File: config.mk
export PLATFORM = sky130hd
export DESIGN_NAME = sar_release_sequencer_flat
export DESIGN_NICKNAME = d
export VERILOG_FILES = /design/src/rtl/sar_release_sequencer_if.sv /design/src/rtl/sar_release_sequencer.sv /design/src/flat_wrapper.sv
export SDC_FILE = /design/constraint.sdc
export NUM_CORES = 1
export LEC_CHECK = 0
export BUFFER_PORTS_ARGS = -buffer_cell sky130_fd_sc_hd__buf_4
export CAP_MARGIN = 10
export CORE_MARGIN = 2
export CORE_UTILIZATION = 35
export DETAILED_ROUTE_END_ITERATION = 16
export SLEW_MARGIN = 20
export SYNTH_ARGS = -nofsm -noshare
export SYNTH_HDL_FRONTEND = slang
export SYNTH_SLANG_ARGS = --single-unit
File: constraint.sdc
create_clock -name clk -period 1.9 [get_ports clk]
set_input_delay 0.095 -clock clk [delete_from_list [all_inputs] [get_ports clk]]
set_output_delay 0.095 -clock clk [all_outputs]
set_load 0.01 [all_outputs]
File: src/rtl/sar_release_sequencer_if.sv
// Lane/channel handshake bundle for the SaR release sequencer.
//   lane_stored  : lane i holds its next tuple           (lanes -> sequencer)
//   lane_last    : lane i has processed its last tuple   (lanes -> sequencer)
//   out_ready    : output channel i can accept           (channels -> sequencer)
//   out_valid    : tuple of lane i presented on channel i (sequencer -> channels)
//   lane_release : one-cycle retire pulse per lane       (sequencer -> lanes)
interface sar_release_sequencer_if #(
    parameter int unsigned NUM_LANES = 8
) ();
    logic [NUM_LANES-1:0] lane_stored;
    logic [NUM_LANES-1:0] lane_last;
    logic [NUM_LANES-1:0] out_ready;
    logic [NUM_LANES-1:0] out_valid;
    logic [NUM_LANES-1:0] lane_release;

    // Sequencer side
    modport master (
        input  lane_stored,
        input  lane_last,
        input  out_ready,
        output out_valid,
        output lane_release
    );

    // Lane / channel side
    modport slave (
        output lane_stored,
        output lane_last,
        output out_ready,
        input  out_valid,
        input  lane_release
    );
endinterface

File: src/rtl/sar_release_sequencer.sv
// Lockstep release controller for the SaR lanes of the hash join output stage.
// Waits for every lane to hold a tuple, presents the set on all channels with
// per-lane valid/ready, never re-presents an accepted lane, then retires the
// whole set in one cycle. Counts sets, stall cycles and detects end-of-stream.
// Ports:
//   clk, resetn : clock, synchronous active-low reset
//   start       : single-cycle pulse that begins a run
//   bus         : lane/channel handshake bundle (master side)
//   seq_num     : index of the current tuple set
//   stall_cnt   : saturating cycles spent waiting since the last set presented
//   busy, done  : run in progress / run finished
//   err         : sticky, a lane dropped its tuple before being accepted
module sar_release_sequencer #(
    parameter int unsigned NUM_LANES = 8,
    parameter int unsigned SEQ_W     = 32,
    parameter int unsigned STALL_W   = 16
) (
    input  logic                    clk,
    input  logic                    resetn,
    input  logic                    start,
    sar_release_sequencer_if.master bus,
    output logic [SEQ_W-1:0]        seq_num,
    output logic [STALL_W-1:0]      stall_cnt,
    output logic                    busy,
    output logic                    done,
    output logic                    err
);

    typedef enum logic [2:0] {
        IDLE     = 3'd0,
        WAIT_ALL = 3'd1,
        PRESENT  = 3'd2,
        RELEASE  = 3'd3,
        DONE     = 3'd4
    } state_t;

    state_t               state_q;
    state_t               state_d;
    logic [NUM_LANES-1:0] sent_mask;
    logic [NUM_LANES-1:0] sent_mask_d;
    logic [NUM_LANES-1:0] out_valid_d;
    logic [NUM_LANES-1:0] lane_release_d;
    logic [SEQ_W-1:0]     seq_num_d;
    logic [STALL_W-1:0]   stall_cnt_d;
    logic                 busy_d;
    logic                 done_d;
    logic                 err_d;

    logic [NUM_LANES-1:0] hs_c;
    logic                 all_stored_c;
    logic                 end_of_stream_c;
    logic                 set_accepted_c;

    assign hs_c            = bus.out_valid & bus.out_ready;
    assign all_stored_c    = &bus.lane_stored;
    assign end_of_stream_c = (&bus.lane_last) && !(|bus.lane_stored);
    assign set_accepted_c  = &(sent_mask | hs_c);

    // State register
    always_ff @(posedge clk) begin
        if (!resetn) begin
            state_q <= IDLE;
        end else begin
            state_q <= state_d;
        end
    end

    // Next-state logic
    always_comb begin
        state_d = state_q;
        case (state_q)
            IDLE:     if (start) state_d = WAIT_ALL;
            WAIT_ALL: begin
                if (all_stored_c)         state_d = PRESENT;
                else if (end_of_stream_c) state_d = DONE;
            end
            PRESENT:  if (set_accepted_c) state_d = RELEASE;
            RELEASE:  state_d = WAIT_ALL;
            DONE:     if (start) state_d = WAIT_ALL;
            default:  state_d = IDLE;
        endcase
    end

    // Next values of the registered outputs and sent_mask
    always_comb begin
        out_valid_d    = '0;
        lane_release_d = '0;
        sent_mask_d    = sent_mask;
        seq_num_d      = seq_num;
        stall_cnt_d    = stall_cnt;
        err_d          = err;
        case (state_q)
            IDLE: begin
                if (start) begin
                    seq_num_d   = '0;
                    stall_cnt_d = '0;
                    err_d       = 1'b0;
                end
            end
            WAIT_ALL: begin
                if (all_stored_c) begin
                    out_valid_d = '1;
                    sent_mask_d = '0;
                    stall_cnt_d = '0;
                end else if (!end_of_stream_c && (stall_cnt != '1)) begin
                    stall_cnt_d = stall_cnt + STALL_W'(1);
                end
            end
            PRESENT: begin
                sent_mask_d = sent_mask | hs_c;
                // Accepted lanes stay dark for the rest of the set
                out_valid_d = bus.out_valid & ~hs_c;
                if (set_accepted_c) lane_release_d = '1;
                // A lane not yet accepted must keep its tuple
                if (|(~bus.lane_stored & ~sent_mask)) err_d = 1'b1;
            end
            RELEASE: begin
                seq_num_d = seq_num + SEQ_W'(1);
            end
            DONE: begin
                if (start) begin
                    seq_num_d   = '0;
                    stall_cnt_d = '0;
                end
            end
            default: ;
        endcase
        busy_d = (state_d == WAIT_ALL) || (state_d == PRESENT) || (state_d == RELEASE);
        done_d = (state_d == DONE);
    end

    // Output registers
    always_ff @(posedge clk) begin
        if (!resetn) begin
            bus.out_valid    <= '0;
            bus.lane_release <= '0;
            sent_mask        <= '0;
            seq_num          <= '0;
            stall_cnt        <= '0;
            busy             <= 1'b0;
            done             <= 1'b0;
            err              <= 1'b0;
        end else begin
            bus.out_valid    <= out_valid_d;
            bus.lane_release <= lane_release_d;
            sent_mask        <= sent_mask_d;
            seq_num          <= seq_num_d;
            stall_cnt        <= stall_cnt_d;
            busy             <= busy_d;
            done             <= done_d;
            err              <= err_d;
        end
    end

endmodule

File: src/flat_wrapper.sv
// flat-port wrapper written by rule: the top's interface ports become plain ports
module sar_release_sequencer_flat 
#(
    parameter int unsigned NUM_LANES = 8,
    parameter int unsigned SEQ_W     = 32,
    parameter int unsigned STALL_W   = 16
)
  (clk, resetn, start, seq_num, stall_cnt, busy, done, err, bus_lane_stored, bus_lane_last, bus_out_ready, bus_out_valid, bus_lane_release);
  sar_release_sequencer_if #(.NUM_LANES(NUM_LANES)) bus_i ();
  input  logic clk;
  input  logic resetn;
  input  logic start;
  output logic [SEQ_W-1:0] seq_num;
  output logic [STALL_W-1:0] stall_cnt;
  output logic busy;
  output logic done;
  output logic err;
  input wire logic [$bits(bus_i.lane_stored)-1:0] bus_lane_stored;
  input wire logic [$bits(bus_i.lane_last)-1:0] bus_lane_last;
  input wire logic [$bits(bus_i.out_ready)-1:0] bus_out_ready;
  output wire logic [$bits(bus_i.out_valid)-1:0] bus_out_valid;
  output wire logic [$bits(bus_i.lane_release)-1:0] bus_lane_release;
  assign bus_i.lane_stored = bus_lane_stored;
  assign bus_i.lane_last = bus_lane_last;
  assign bus_i.out_ready = bus_out_ready;
  assign bus_out_valid = bus_i.out_valid;
  assign bus_lane_release = bus_i.lane_release;
  sar_release_sequencer #(.NUM_LANES(NUM_LANES), .SEQ_W(SEQ_W), .STALL_W(STALL_W)) u_core (.clk(clk), .resetn(resetn), .start(start), .bus(bus_i), .seq_num(seq_num), .stall_cnt(stall_cnt), .busy(busy), .done(done), .err(err));
endmodule
==> reports/qor.csv <==
stage,metric,value,unit
clock_tree,htree depth,3,
status,status,"finished, final reports clean",
route,Starting DRT DRC Count,134,
pwr,Max VDD drop,0.293,mV
clock_tree,CTS tree,done,
synth,Avg Inst Size Synth,8.59,um^2
sta,skew final,0.00697,ns
critical_path,"Data required, critical path",2.17,ns
final_layout,post-layout util,0.510,
global_route,number of global-route vias before repair,3344,
critical_path,critical path arrival,2.09,ns
synth,Synth async-reset ratio,0,
route,"wirelength, routed",9300,um
synth,most area-hungry cell type in the Yosys netlist,dfxtp_1,
critical_path,critical path peak fanout,6,
route,per-cell routed wire length,13.8,um
critical_path,Reg-to-Reg Start,u_core.seq_num[6]$_SDFFE_PN0P_,
route,1st-pass router iterations,4,
final_layout,Antenna diodes,0,
clock_tree,CTS buffer count,9,
critical_path,reg2reg path depth,5,
synth,#FFs+latches synth,71,
synth,ys flop type,dfxtp_1,
floorplanning,initial core utilization,0.355,
synth,Mapped Nets,426,
critical_path,startpoint types,flop,
final_layout,layout net count,565,
critical_path,Setup crit start,u_core.seq_num[6]$_SDFFE_PN0P_,
route,drt drc,0,
global_route,aggregate global-route resource usage,0.183,
synth,Netlist Area Pre-Place,3410,um^2
sta,"Hold Vio Cnt, Final",0,
clock_tree,Clock transition at path regs,0.08,ns
synth,Ys Warns,0,
route,post-DR vias/cell,5.13,
route,vias post-DR,3456,
global_route,largest net degree at the start of global routing,24,
pwr,Pwr Density,633,nW/um^2
synth,synthesized instance count,397,
critical_path,Top delay family on crit path,simple AND/OR/NAND/NOR gates,
sta,setup_tns,0,ns
critical_path,Crit Path Class,reg -> reg,
final_layout,P&R area growth vs syn,43.5,%
pwr,Leak Pwr,1.93,nW
sta,Slew @ Worst Pin,0.629,ns
hold_path,critical hold path startpoint,bus_out_ready[0],
floorplanning,DIE AREA,10500,um^2
final_layout,share of cells above drive strength 1,0.379,
floorplanning,Die Wd,103,um
route,ANT nets after route,0,
sta,Final Cycle Share,0.955,
sta,Final setup violation count,0,
global_route,first-pass GRT wire length,15500,um
floorplanning,Rows,36,
clock_tree,worst-case clock buffer depth,2,
critical_path,CP Capture Type,flop,
placement,hpwl dp,6660,um
critical_path,crit-path max cell delay,0.47,ns
job,max-cap violation count,0,
floorplanning,Die Y,103,um
hold_path,hold-critical path depth,3,
clock_tree,CTS sink count,71,
synth,synth unique cells,58,
floorplanning,Core ar.,9590,um^2
critical_path,Worst Path Buf+Inv,0,
sta,minimum clock period,1.82,ns
critical_path,worst path cell trace,and4_4 > nand4_1 > or3_4 > or3_1 > a21oi_1,
synth,"Seq/Total Area, Yosys",0.417,
placement,DP Worst Slack,-0.0224,ns
synth,share of the synthesized area in the top cell type,0.417,
hold_path,Worst Hold Class,in -> reg,
synth,Post-synth EDFFs,0,
placement,# port buffers,93,
clock_tree,Root Driver,clkbuf_8,
global_route,initial antenna violation count,0,
synth,dominant cells by area after synthesis,"dfxtp_1 (42%), nor2_1 (5.7%), a21oi_1 (5.1%)",
sta,setup slack after layout,0.0848,ns
sta,fin. max-slew vios,0,
clock_tree,Clock Latency Late Sink,0.34,ns
sta,Slew HR,0.579,
critical_path,Critical Path Slowest Stage Cell,or3_4,
sta,maximum clock rate,0.551,GHz
placement,Final GP Congestion,0.855,
critical_path,Crit path depth,5,
global_route,GRT overflow,0,
floorplanning,IO Pins,94,
placed cells by master, fill, tap and decap left out, drive strengths merged, types with 11 or more instances in the layout:
master	Yosys	layout
clkbuf	13	11
or3	11	11
xnor2	18	18
nor2	52	52
nor4	11	11
a21oi	35	35
nand3	11	11
dfxtp	71	71
nand2	25	25
o21ai	18	18
nand4	12	12
buf	11	151
repair_timing:
| item | CTS | global route |
|---|---|---|
| endpoints found under the setup margin | 2 | 25 |
| pin swaps | 2 | 8 |
| gates cloned | 0 | 1 |
| resized for setup | 3 | 19 |
| hold buffers | 0 | 0 |
| setup buffers | 0 | 5 |
sequential cells by signal, indices dropped and copies added (netlist names):
register,flops
u_core.seq_num,32
u_core.stall_cnt,16
u_core.bus.out_valid,8
u_core.sent_mask,8
u_core.state_q,3
u_core.bus.lane_release,1
u_core.busy,1
u_core.done,1
u_core.err,1
kinds of logic (layout without fill, tap and decap cells):
family / Yosys count / count (layout) / share of synthesized area
mux: 4 / 4 / 0.0132
fa+ha+maj: 2 / 2 / 0.00734
simple gates: 172 / 172 / 0.280
xor+xnor: 19 / 19 / 0.0488
buf+inv: 34 / 177 / 0.0506
compound gates: 95 / 96 / 0.183
flops: 71 / 71 / 0.417
worst paths after layout:
kind / endpoint / slack, ns
hold reg to reg: u_core.stall_cnt[15]$_SDFFE_PN0P_ / 0.49
setup / recovery: u_core.seq_num[26]$_SDFFE_PN0P_ / 0.08
hold / removal: u_core.sent_mask[0]$_SDFFE_PN0P_ / 0.03
setup reg to reg: u_core.seq_num[26]$_SDFFE_PN0P_ / 0.08
where the power goes:
part           leakage, nW  internal [W]  total, W  switching (W)
clock network        0.112      0.000809   0.00139       0.000584
logic                 1.25     0.0000968  0.000206       0.000109
registers            0.577       0.00149   0.00150     0.00000473
worst register-to-register path: stages (launching register included):
cell	delay [ns]
dfxtp_2	0.33
and4_4	0.25
nand4_1	0.24
or3_4	0.48
or3_1	0.32
a21oi_1	0.14
synth_stat cells (4+ instances only):
cell type and instances:
nor4_1 10, a21oi_1 35, o22a_1 4, nand4_1 12, nand3_1 11, nand2_1 25, and3_1 8, nand3b_1 8
nor2_1 52, buf_4 7, or3_1 10, xnor2_1 18, o22ai_1 4, nor3_1 8, a32oi_1 9, o21ai_0 17
dfxtp_1 71, a31oi_1 7, and4_1 4, inv_1 10, clkbuf_1 12
routing by layer:
| layer | global-route usage | part of all wire | vias to the layer above |
|---|---|---|---|
| met5 | 0 | 0 | - |
| met4 | 0.0687 | 0.016 | 0 |
| met3 | 0.0380 | 0.053 | 15 |
| met2 | 0.305 | 0.47 | 108 |
| met1 | 0.232 | 0.46 | 1604 |
| li1 | - | - | 1729 |
area by class of cell:
cell class / count / area, um^2
fill: 938 / 4700
tap: 133 / 166
clock inverter: 5 / 80.1
multi-input combinational: 293 / 1890
inverter: 10 / 37.5
timing repair buffer: 151 / 1130
clock buffer: 11 / 151
sequential: 71 / 1430
per-stage QoR:
step | hold slack, ns | instance area (um^2) | instances | power [W]
floorplan | 0.233 | 3420 | 397 | 0.00162
global placement | 0.368 | 4550 | 652 | 0.00172
detailed placement | 0.377 | 4550 | 652 | 0.00172
CTS | 0.0104 | 4790 | 668 | 0.00312
global route | 0.0279 | 4890 | 674 | 0.00323
finish | 0.0266 | 4890 | 674 | 0.00310
Note: power is estimated with default switching activity, not from simulation.
